==> src/rtl/vec_exec_pipe.sv <==
//==============================================================================
// Module   : vec_exec_pipe
// Brief    : Parametrised LANES x EW vector ALU with valid/ready pipeline,
//            flush, scalar broadcast, optional signed saturation and zero mask.
// Revision : 1.0 - initial release
//==============================================================================
`default_nettype none

module vec_exec_pipe #(
    parameter int LANES  = 8,
    parameter int EW     = 32,
    parameter int STAGES = 2,
    parameter int SAT    = 0,
    parameter int TAGW   = 5
) (
    input  logic                  clk,
    input  logic                  reset,
    input  logic                  in_valid,
    output logic                  in_ready,
    input  logic [LANES*EW-1:0]   srca,
    input  logic [LANES*EW-1:0]   srcb,
    input  logic [EW-1:0]         scalarb,
    input  logic                  scalar,
    input  logic [2:0]            alucontrol,
    input  logic [TAGW-1:0]       tag_in,
    input  logic                  wen_in,
    input  logic                  flush,
    output logic                  out_valid,
    input  logic                  out_ready,
    output logic [LANES*EW-1:0]   result,
    output logic [LANES-1:0]      zmask,
    output logic [TAGW-1:0]       tag_out,
    output logic                  wen_out
);

    localparam int c_VW = LANES * EW;

    localparam logic [2:0] c_OP_ADD = 3'b000;
    localparam logic [2:0] c_OP_SUB = 3'b001;
    localparam logic [2:0] c_OP_AND = 3'b010;
    localparam logic [2:0] c_OP_OR  = 3'b011;
    localparam logic [2:0] c_OP_XOR = 3'b100;
    localparam logic [2:0] c_OP_SLT = 3'b101;
    localparam logic [2:0] c_OP_MIN = 3'b110;
    localparam logic [2:0] c_OP_MAX = 3'b111;

    localparam logic [EW-1:0] c_SMAX = {1'b0, {(EW-1){1'b1}}};
    localparam logic [EW-1:0] c_SMIN = {1'b1, {(EW-1){1'b0}}};

    logic [c_VW-1:0]  w_laneRes;
    logic [LANES-1:0] w_laneZero;

    //--------------------------------------------------------------------------
    // Per-lane datapath
    //--------------------------------------------------------------------------
    generate
        for (genvar i = 0; i < LANES; i++) begin : g_lane
            logic [EW-1:0] w_a;
            logic [EW-1:0] w_b;
            logic [EW-1:0] w_sum;
            logic [EW-1:0] w_diff;
            logic [EW-1:0] w_clamp;
            logic [EW-1:0] w_res;
            logic          w_addOvf;
            logic          w_subOvf;
            logic          w_lt;

            assign w_a    = srca[i*EW +: EW];
            assign w_b    = scalar ? scalarb : srcb[i*EW +: EW];
            assign w_sum  = w_a + w_b;
            assign w_diff = w_a - w_b;

            // Signed overflow always saturates toward the sign of operand a.
            assign w_addOvf = (w_a[EW-1] == w_b[EW-1]) && (w_sum[EW-1]  != w_a[EW-1]);
            assign w_subOvf = (w_a[EW-1] != w_b[EW-1]) && (w_diff[EW-1] != w_a[EW-1]);
            assign w_clamp  = w_a[EW-1] ? c_SMIN : c_SMAX;
            assign w_lt     = $signed(w_a) < $signed(w_b);

            always_comb begin
                w_res = w_sum;
                case (alucontrol)
                    c_OP_ADD: w_res = ((SAT != 0) && w_addOvf) ? w_clamp : w_sum;
                    c_OP_SUB: w_res = ((SAT != 0) && w_subOvf) ? w_clamp : w_diff;
                    c_OP_AND: w_res = w_a & w_b;
                    c_OP_OR:  w_res = w_a | w_b;
                    c_OP_XOR: w_res = w_a ^ w_b;
                    c_OP_SLT: w_res = {{(EW-1){1'b0}}, w_lt};
                    c_OP_MIN: w_res = w_lt ? w_a : w_b;
                    c_OP_MAX: w_res = w_lt ? w_b : w_a;
                    default:  w_res = w_sum;
                endcase
            end

            assign w_laneRes[i*EW +: EW] = w_res;
            assign w_laneZero[i]         = (w_res == '0);
        end
    endgenerate

    //--------------------------------------------------------------------------
    // Pipeline control and stage registers
    //--------------------------------------------------------------------------
    logic [STAGES:1]   r_valid;
    logic [STAGES:1]   w_load;
    logic [STAGES:1]   w_inValid;
    logic              w_accept;

    logic [c_VW-1:0]   r_data   [1:STAGES];
    logic [LANES-1:0]  r_zmask  [1:STAGES];
    logic [TAGW-1:0]   r_tag    [1:STAGES];
    logic              r_wen    [1:STAGES];

    logic [c_VW-1:0]   w_inData  [1:STAGES];
    logic [LANES-1:0]  w_inZmask [1:STAGES];
    logic [TAGW-1:0]   w_inTag   [1:STAGES];
    logic              w_inWen   [1:STAGES];

    assign w_accept = in_valid & w_load[1];
    assign in_ready = w_load[1];

    generate
        for (genvar k = 1; k <= STAGES; k++) begin : g_stage
            // A stage can load unless it and every stage after it are full
            // while the output is stalled; this collapses bubbles.
            assign w_load[k] = out_ready | ~(&r_valid[STAGES:k]);

            if (k == 1) begin : g_head
                assign w_inValid[k] = w_accept;
                assign w_inData[k]  = w_laneRes;
                assign w_inZmask[k] = w_laneZero;
                assign w_inTag[k]   = tag_in;
                assign w_inWen[k]   = wen_in;
            end else begin : g_body
                assign w_inValid[k] = r_valid[k-1];
                assign w_inData[k]  = r_data[k-1];
                assign w_inZmask[k] = r_zmask[k-1];
                assign w_inTag[k]   = r_tag[k-1];
                assign w_inWen[k]   = r_wen[k-1];
            end
        end
    endgenerate

    always_ff @(posedge clk) begin
        if (reset) begin
            r_valid <= '0;
            for (int k = 1; k <= STAGES; k++) begin
                r_data[k]  <= '0;
                r_zmask[k] <= '0;
                r_tag[k]   <= '0;
                r_wen[k]   <= 1'b0;
            end
        end else begin
            for (int k = 1; k <= STAGES; k++) begin
                if (flush) begin
                    r_valid[k] <= 1'b0;
                end else if (w_load[k]) begin
                    r_valid[k] <= w_inValid[k];
                end
                // Payload only moves with a real op so stalled outputs stay put.
                if (w_load[k] && w_inValid[k]) begin
                    r_data[k]  <= w_inData[k];
                    r_zmask[k] <= w_inZmask[k];
                    r_tag[k]   <= w_inTag[k];
                    r_wen[k]   <= w_inWen[k];
                end
            end
        end
    end

    assign out_valid = r_valid[STAGES];
    assign result    = r_data[STAGES];
    assign zmask     = r_zmask[STAGES];
    assign tag_out   = r_tag[STAGES];
    assign wen_out   = r_wen[STAGES] & r_valid[STAGES];

endmodule

`default_nettype wire
==> config.mk <==
export PLATFORM = sky130hd
export DESIGN_NAME = vec_exec_pipe
export DESIGN_NICKNAME = d
export VERILOG_FILES = /design/src/rtl/vec_exec_pipe.sv
export SDC_FILE = /design/constraint.sdc
export NUM_CORES = 2
export LEC_CHECK = 0
export ABC_AREA = 1
export CORE_MARGIN = 3
export CORE_UTILIZATION = 40
export DETAILED_ROUTE_END_ITERATION = 7
export GPL_ROUTABILITY_DRIVEN = 0
export MAX_ROUTING_LAYER = met4
export REMOVE_ABC_BUFFERS = 1
export SLEW_MARGIN = 0
export SYNTH_ARGS = -nofsm -noshare
export SYNTH_HDL_FRONTEND = slang
export SYNTH_SLANG_ARGS = --single-unit
==> constraint.sdc <==
create_clock -name clk -period 12.83 [get_ports clk]
set_clock_uncertainty 0.1 [all_clocks]
set_input_delay 1.9245 -clock clk [delete_from_list [all_inputs] [get_ports clk]]
set_output_delay 1.9245 -clock clk [all_outputs]
set_load 0.01 [all_outputs]
==> reports/metrics.cfg <==
[timing]
setup_viol = 0
rsz0062_at_grt = false
worst_slack_ns = 4.83
fin_crit_ns = 8.00
finalCritPeriodShare_pct = 62.3
fmax_mhz = 125
slew_viol_final = 0
hold_violations = 0
tightest_slew_ns = 1.22
relSlewSlack_pct = 18.5

[cts]
hold_buffers = 0
clkLatencyLatePin_ns = 0.78
cts_root_buf = clkbuf_16
cts_sinks = 542
cts_tree = built
cts_buffers = 70
postCtsResizedCells = 0
post-cts-setup-buffers = 0
cts.clk_slew.worst_paths_ns = 0.07
clk_path_buf_depth = 3
htree_num_levels = 3

[critical_path]
required_ns = 13.38
end_kind = flop
r2r_cells = 13
arrival_ns = 8.55
crit_family = simple AND/OR/NAND/NOR gates
path_common_cell = nand2_1
path_buf_inv = 5
r2r_start = r_valid[2]
slowest_stage = inv_2
r2r_slack_ns = 9.04
r2r-end = r_zmask[1][1]
startpoint_type = primary input
crit_fanout = 44
crit_type = in -> reg
cp_slowest_stage_delay_ns = 0.83

[pwr]
power.density_nw_per_um2 = 90.6
leakagePower_nw = 42.9
vdd_ir_drop_max_uv = 88.3

[yosys]
synthTopCellsByArea = edfxtp_1 21%, ha_1 16%, nand2_1 13%
synth_cells = 12362
synth_top_family_by_area = simple AND/OR/NAND/NOR gates
ys_seq_area_share_pct = 21.0
synth_top_area_cell = edfxtp_1
synth_top_area_share_pct = 21.0
synthAdderAreaFrac_pct = 16.2
synth.area.mux_share_pct = 0
netlist_area_sq_um = 77300
synth_simple_gate_area_share_pct = 31.9
ys_ff_latch = 542
async_flop_share_pct = 0
synth_edf_count = 540
synth.avg_cell_area_sq_um = 6.25
synth_flop_cell = edfxtp_1
synth_warnings = 0
synth_cell_type_count = 59
synth_compound_area_share_pct = 17.7
synth_xor_area_share_pct = 0.884

[placed_design]
dp.cells = 15369
place.port_buffers = 830
place_ws_ns = 4.40
hpwlAfterDp_microns = 281000
placed_area_sq_um = 87600

[grt]
grt_remaining_overflow = 0
grt_usage_pct = 37.6
antenna_found_initial = 102
grt_first_pass_wirelength_microns = 544000
grt_max_degree = 152
grt_pass1_vias = 84390

[min_path]
hold_path.class = reg -> reg
whs_endpoint = r_data[2][79]
min_from = r_data[1][79]
min_path_cells = 2

[die]
initial_utilization_pct = 40.4
num_io_pins = 831
dieHeight_microns = 446
core_sq_um = 191000
fp.dieArea_sq_um = 199000
die_x_microns = 446
rows = 160

[final_layout]
num-nets-final = 14478
multi_input_area_sq_um = 51700
num-fill-cells = 19962
drive_gt1_share_pct = 2.84
fin_cells = 15602
seq_area_sq_um = 16300
final_area_sq_um = 90100
area_growth_pct = 16.6

[routing]
ant_nets = 0
wl_microns = 381000
drc = 0
routed_via_density = 5.81
wl_per_cell_microns = 24.4
vias = 90603
drt_pass1_iterations = 7
drtIter0Drc = 11660

[run_status]
outcome = complete, no violations

[flow_run]
cap_viol_max_count = 0

## worst max path at each step
stage	from	to	slack [ns]	cells past startpoint
global route	scalar	r_zmask[1][4]	4.73	27
detailed placement	scalar	r_zmask[1][7]	4.40	30
finish	scalar	r_zmask[1][4]	4.83	25
floorplan	alucontrol[0]	r_zmask[1][4]	-6.73	12
global placement	scalar	r_zmask[1][7]	4.48	30
CTS	scalar	r_zmask[1][7]	5.17	30
## metrics by stage
stage / utilization [%] / hold WS (ns) / power, mW / setup TNS [ns]
final: 47.1 / 0.424 / 8.16 / 0
after global routing: 47.1 / 0.445 / 8.60 / 0
after global placement: 45.8 / 0.415 / 5.99 / 0
after floorplan: - / 0.360 / 4.65 / -862.09
after detailed placement: 45.8 / 0.420 / 6.04 / 0
after CTS: 47.0 / 0.430 / 8.05 / 0
## synth_stat cells, types with 25 or more instances
library cell	instances
a211oi_1	42
a21boi_0	27
a21o_1	50
a21oi_1	1157
a221oi_1	82
a31oi_1	42
buf_1	41
buf_2	75
buf_4	29
clkbuf_1	242
edfxtp_1	540
ha_1	973
inv_1	1988
inv_2	25
nand2_1	2670
nand2_2	38
nand3_1	1046
nand3b_1	46
nand4_1	159
nor2_1	1742
nor3_1	109
o211ai_1	80
o21a_1	31
o21ai_0	619
o21bai_1	90
o221ai_1	36
o22ai_1	85
or2_2	38
xor2_1	69
## sequential cells by signal, summed over array words and instances, names as in the netlist
signal   flops
r_valid      2
r_wen        2
r_zmask     16
r_data     512
r_tag       10
## where the power goes
group,leakage (nW),internal (mW),switching [mW]
clock network,1.06,1.09,0.897
registers,5.85,2.09,0.0372
logic,36.0,1.23,2.83
total,42.9,4.41,3.76
## area by class of cell
cell class	count	share of cell area, %
inverters	2016	8.44
flip-flops and latches	542	18.0
clock buffers	83	2.02
diodes	109	0.303
well taps	2511	3.49
multi-input cells	9394	57.3
repair buffers	906	9.95
clock inverters	41	0.419
## worst register-to-register path: stages, from the launching register on
cell and delay, ns:
dfxtp_1 0.37, nand2_1 0.15, nor2_1 0.16, nor2_1 0.05, inv_1 0.15, nor2_4 0.04, buf_4 0.28, inv_8 0.69
buf_4 0.86, a21oi_1 0.31, nand3_1 0.17, nor2_1 0.06, nand3_1 0.06, nor2_1 0.05
## cells in the final DEF (no fill, tap or decap), types with 22 or more instances in the layout
master	instances
nand3b_1	46
inv_1	1961
o21ai_0	619
inv_2	45
a221oi_1	82
nand3_1	1042
o21bai_1	90
edfxtp_1	540
a21boi_0	27
clkbuf_16	71
nor2_1	1740
a211oi_1	42
nand2_2	38
nor3_1	106
o211ai_1	80
o2111ai_1	22
or2_2	38
o22ai_1	85
o221ai_1	36
a31oi_1	42
ha_1	973
a21o_1	50
diode_2	109
buf_4	69
o21a_1	31
nand4_1	159
clkdlybuf4s50_1	830
xor2_1	69
nand2_1	2667
a21oi_1	1157
## layer usage
metal	global-route usage [%]	share of wire (%)	up-vias
li1	-	-	41668
met4	32.1	9.9	0
met2	54.4	42	5661
met1	44.0	37	41925
met5	-	0	-
met3	8.61	11	1349
## cell families (layout without fill, tap and decap cells)
logic type / after synthesis / count (layout)
other: 0 / 109
AO/OA/AOI/OAI: 2412 / 2412
XOR/XNOR: 78 / 78
flip-flops: 542 / 542
adder cells (fa/ha/maj): 989 / 989
buffers and inverters: 2426 / 3046
AND/OR/NAND/NOR: 5915 / 5915
Note: power is estimated with default switching activity, not from simulation.
